### config.mk
export PLATFORM = sky130hd
export DESIGN_NAME = button_debouncer_flat
export DESIGN_NICKNAME = d
export VERILOG_FILES = /design/src/rtl/button_debouncer_if.sv /design/src/rtl/button_debouncer.sv /design/src/flat_wrapper.sv
export SDC_FILE = /design/constraint.sdc
export NUM_CORES = 1
export LEC_CHECK = 0
export CORE_MARGIN = 2
export CORE_UTILIZATION = 35
export DETAILED_ROUTE_END_ITERATION = 12
export PLACE_DENSITY = 0.52
export SYNTH_ARGS = -nofsm -noshare
export SYNTH_HDL_FRONTEND = slang
export SYNTH_SLANG_ARGS = --single-unit
### constraint.sdc
create_clock -name clk -period 4.4 [get_ports clk]
set_input_delay 0.88 -clock clk [delete_from_list [all_inputs] [get_ports clk]]
set_output_delay 0.88 -clock clk [all_outputs]
set_load 0.01 [all_outputs]
### src/rtl/button_debouncer_if.sv
// button_debouncer_if: raw button pads in, debounced levels, strobes and press count out
interface button_debouncer_if #(parameter int NUM_BTN = 4, parameter int CNT_W = 8);
  logic [NUM_BTN-1:0] btn_in, btn_level, btn_press, btn_release;
  logic [CNT_W-1:0] press_count;
  modport master(output btn_in, input btn_level, btn_press, btn_release, press_count);
  modport slave(input btn_in, output btn_level, btn_press, btn_release, press_count);
endinterface

### src/rtl/button_debouncer.sv
// button_debouncer: synchronizes bouncy pads, accepts levels stable for DEBOUNCE_CYCLES, emits press/release strobes and a press count
module button_debouncer #(
  parameter int NUM_BTN = 4,
  parameter int DEBOUNCE_CYCLES = 12000,
  parameter int CNT_W = 8,
  parameter int ACTIVE_LOW = 1
) (
  input logic clk,
  input logic rst,
  button_debouncer_if.slave bus
);
  localparam int TW = $clog2(DEBOUNCE_CYCLES);
  localparam logic [TW-1:0] LAST = TW'(DEBOUNCE_CYCLES - 1);
  logic [NUM_BTN-1:0] s1, s2, level, press, rel, done;
  logic [NUM_BTN-1:0][TW-1:0] timer;
  logic [CNT_W-1:0] count, pop;
  // done marks the edge on which a channel's mismatch run reaches full length
  always_comb begin
    done = '0;
    pop = '0;
    for (int k = 0; k < NUM_BTN; k++) begin
      done[k] = s2[k] != level[k] && timer[k] == LAST;
      pop = pop + CNT_W'(done[k] & s2[k]);
    end
  end
  always_ff @(posedge clk or negedge rst)
    if (!rst) begin
      s1 <= '0;
      s2 <= '0;
      level <= '0;
      press <= '0;
      rel <= '0;
      timer <= '0;
      count <= '0;
    end else begin
      s1 <= ACTIVE_LOW != 0 ? ~bus.btn_in : bus.btn_in;
      s2 <= s1;
      level <= level ^ done;
      press <= done & s2;
      rel <= done & ~s2;
      count <= count + pop;
      for (int k = 0; k < NUM_BTN; k++)
        timer[k] <= (s2[k] == level[k] || done[k]) ? '0 : timer[k] + 1'b1;
    end
  assign bus.btn_level = level;
  assign bus.btn_press = press;
  assign bus.btn_release = rel;
  assign bus.press_count = count;
endmodule
### src/flat_wrapper.sv
// flat-port wrapper written by rule: the top's interface ports become plain ports
module button_debouncer_flat 
#(
  parameter int NUM_BTN = 4,
  parameter int DEBOUNCE_CYCLES = 12000,
  parameter int CNT_W = 8,
  parameter int ACTIVE_LOW = 1
)
  (clk, rst, bus_btn_in, bus_btn_level, bus_btn_press, bus_btn_release, bus_press_count);
  button_debouncer_if #(.NUM_BTN(NUM_BTN), .CNT_W(CNT_W)) bus_i ();
  input logic clk;
  input logic rst;
  input wire logic [$bits(bus_i.btn_in)-1:0] bus_btn_in;
  output wire logic [$bits(bus_i.btn_level)-1:0] bus_btn_level;
  output wire logic [$bits(bus_i.btn_press)-1:0] bus_btn_press;
  output wire logic [$bits(bus_i.btn_release)-1:0] bus_btn_release;
  output wire logic [$bits(bus_i.press_count)-1:0] bus_press_count;
  assign bus_i.btn_in = bus_btn_in;
  assign bus_btn_level = bus_i.btn_level;
  assign bus_btn_press = bus_i.btn_press;
  assign bus_btn_release = bus_i.btn_release;
  assign bus_press_count = bus_i.press_count;
  button_debouncer #(.NUM_BTN(NUM_BTN), .DEBOUNCE_CYCLES(DEBOUNCE_CYCLES), .CNT_W(CNT_W), .ACTIVE_LOW(ACTIVE_LOW)) u_core (.clk(clk), .rst(rst), .bus(bus_i));
endmodule
==> results.sh <==
export IMPL_chipHeight_um=107.5
export IMPL_clock_sinks=84
export IMPL_routed_wl_um=6877
export IMPL_dr_pass1_iters=4
export IMPL_crit_required_ns=4.66
export IMPL_grt_max_degree=57
export IMPL_cellLeakagePower_nw=1.909
export IMPL_diodes=0
export IMPL_tightest_slew_ns=0.7050
export IMPL_die_w_um=107.5
export IMPL_place_congestion=0.7647
export IMPL_wl_per_cell_um=13.46
export IMPL_numCtsBuffers=9
export IMPL_fin_cells=511
export IMPL_tritoncts="built"
export IMPL_cts_resized=0
export IMPL_clkTransAtPathRegs_ns=0.08
export IMPL_drc_errors=0
export IMPL_ant_nets=0
export IMPL_antenna_found_initial=0
export IMPL_yosysWarnings=0
export IMPL_crit_path_frequent_cell="fa_1"
export IMPL_post_dp_hpwl_um=4616
export IMPL_crit_arrival_ns=4.04
export IMPL_slowest_delay_ns=0.56
export IMPL_finClkSkew_ns=0.009840
export IMPL_end_kind="flop"
export IMPL_path_delay_family="simple AND/OR/NAND/NOR gates"
export IMPL_drive_gt1_share_pct=6.933
export IMPL_cts_hold_buffers=0
export IMPL_grt_overflow=0
export IMPL_clock_fmax_mhz=264.0
export IMPL_core_area_um2=10370
export IMPL_cpMaxStageDelayCell="or4_4"
export IMPL_power_total_mw=1.343
export IMPL_tns_ns=0
export IMPL_ys_seq_area_share_pct=56.11
export IMPL_netlist_area_um2=3746
export IMPL_ys_ff_latch=84
export IMPL_path_max_fanout=5
export IMPL_final_common_cell="dfrtp_1"
export IMPL_cap_violations=0
export IMPL_worst_ir_drop_vdd_v=0.0002005
export IMPL_rsz0062_at_grt="false"
export IMPL_pin_count=26
export IMPL_clock_latency_ns=0.37
export IMPL_grt_pass1_wl_um=12280
export IMPL_whs_ns=0.3533
export IMPL_grt_pass1_vias=2559
export IMPL_dpl_cell_count=496
export IMPL_syn2layout_area_growth_pct=15.30
export IMPL_initial_core_util_pct=36.12
export IMPL_worstSetupPathType="reg2reg"
export IMPL_synth_area_per_cell_um2=11.05
export IMPL_avgViaCountPerCell=4.818
export IMPL_nNetsFinal=385
export IMPL_vias=2462
export IMPL_path_buf_inv=1
export IMPL_cts_root_buf="clkbuf_8"
export IMPL_pre_cts_slack_ns=0.6021
export IMPL_drtIter0Drc=87
export IMPL_crit_chain="or3b_2, or4_4, or3b_2, fa_1, inv_1, fa_1, fa_1, nand3_1, nor2_1, xor2_1"
export IMPL_synth_nets=353
export IMPL_gr_usage_all_layers_pct=13.69
export IMPL_fin_crit_sh_pct=86.09
export IMPL_grt_busiest_layer="met2"
export IMPL_setup_viol=0
export IMPL_dieArea_um2=11550
export IMPL_rows=37
export IMPL_status="finished clean"
export IMPL_p_per_area_nw_per_um2=311.0
export IMPL_r2r_slack_ns=0.61
export IMPL_synth_cell_types=32
export IMPL_cts_htree_levels=3
export IMPL_cts_buffer_depth=2
export IMPL_min_period_ns=3.788
export IMPL_fin_ws_ns=0.6121
export IMPL_slew_violations=0
export IMPL_use_met2_pct=20.39
export IMPL_hp_class="reg2reg"
export IMPL_startpoint_type="flop"
export IMPL_slew_headroom_pct=53.00
export IMPL_grt_util_met3_pct=5.145
export IMPL_hold_viol=0
export IMPL_postCtsSetupRepairBufs=0
export IMPL_final_cell_mix="84 x dfrtp_1, 51 x nor2_1, 30 x xor2_1"
export IMPL_synthCells=339
export IMPL_grt_util_met1_pct=18.17
export IMPL_port_buffers=25
## registers in the layout, summed over array words and instances, names as in the netlist, named ones only
| signal | cells |
|---|---|
| u_core.bus.btn_press | 4 |
| u_core.bus.btn_release | 4 |
| u_core.bus.press_count | 8 |
| u_core.s1 | 4 |
| u_core.s2 | 4 |
| u_core.timer | 56 |
## Yosys cell counts, drive strengths merged
cell type | number | area, um^2
dfrtp | 84 | 2102
nor2 | 51 | 191.4
xor2 | 30 | 262.8
xnor2 | 27 | 236.5
nand3 | 24 | 120.1
nand2 | 18 | 67.56
nand4 | 18 | 112.6
inv | 15 | 56.30
and4 | 10 | 87.58
and2 | 7 | 43.79
and3 | 7 | 45.05
nor3b | 7 | 52.55
nor3 | 6 | 30.03
ha | 5 | 62.56
mux2 | 4 | 45.04
nor4 | 4 | 25.02
or4 | 4 | 37.53
clkbuf | 3 | 11.26
fa | 3 | 60.06
or3b | 3 | 28.78
buf | 2 | 10.01
a21o | 1 | 7.510
a21oi | 1 | 5.000
nand3b | 1 | 7.510
nand4bb | 1 | 11.26
nor4b | 1 | 8.760
o31ai | 1 | 7.510
or4b | 1 | 10.01
## worst register-to-register path, cell delays in order (launching register included)
cell     delay, ns
dfrtp_1       0.40
or3b_2        0.47
or4_4         0.56
or3b_2        0.51
fa_1          0.55
inv_1         0.05
fa_1          0.39
fa_1          0.41
nand3_1       0.14
nor2_1        0.07
xor2_1        0.13
## worst paths after layout
kind / to / cells after the start / from
max: u_core.bus.press_count[6] / 10 / u_core.timer[36]
max in group asynchronous: async pin / 2 / rst
min in group asynchronous: u_core.timer[13] / 1 / rst
min reg2reg: u_core.s2[3] / 0 / u_core.s1[3]
max reg2reg: u_core.bus.press_count[6] / 10 / u_core.timer[36]
min: u_core.s2[3] / 0 / u_core.s1[3]
## routing by layer
metal	share of wire [%]	vias up
li1	-	1218
met1	48	1200
met2	46	33
met3	4.1	11
met4	1.9	0
met5	0	-
## power by group
group	total, mW	leakage [nW]	internal [mW]	switching, mW
Sequential	0.797	1.15	0.784	0.0132
Combinational	0.0447	0.675	0.0148	0.0299
Clock	0.501	0.0893	0.232	0.270
## cell families after synthesis
family / synth area share (%)
muxes: 1.202
adders and majority gates: 3.273
AOI/OAI and AO/OA: 0.5344
and+or+nand+nor: 23.48
xor gates and xnor gates: 13.33
buffers and inverters: 2.071
DFF: 56.11
## layout make-up
cell class,instances,area (um^2)
clock buffer,13,158.9
multi-input combinational,235,1567
fill,1042,6051
timing repair buffer,26,255.2
inverter,15,56.30
sequential,84,2102
clock inverter,2,10.01
tap,136,170.2
## metrics by stage
step                      area (um^2)  utilization (%)
after floorplan                  3746                -
after CTS                        4319            41.65
after detailed placement         4150            40.02
after global placement           4150            40.02
after global routing             4319            41.65
final                            4319            41.65
No activity file was read; power rests on OpenSTA's default activity.
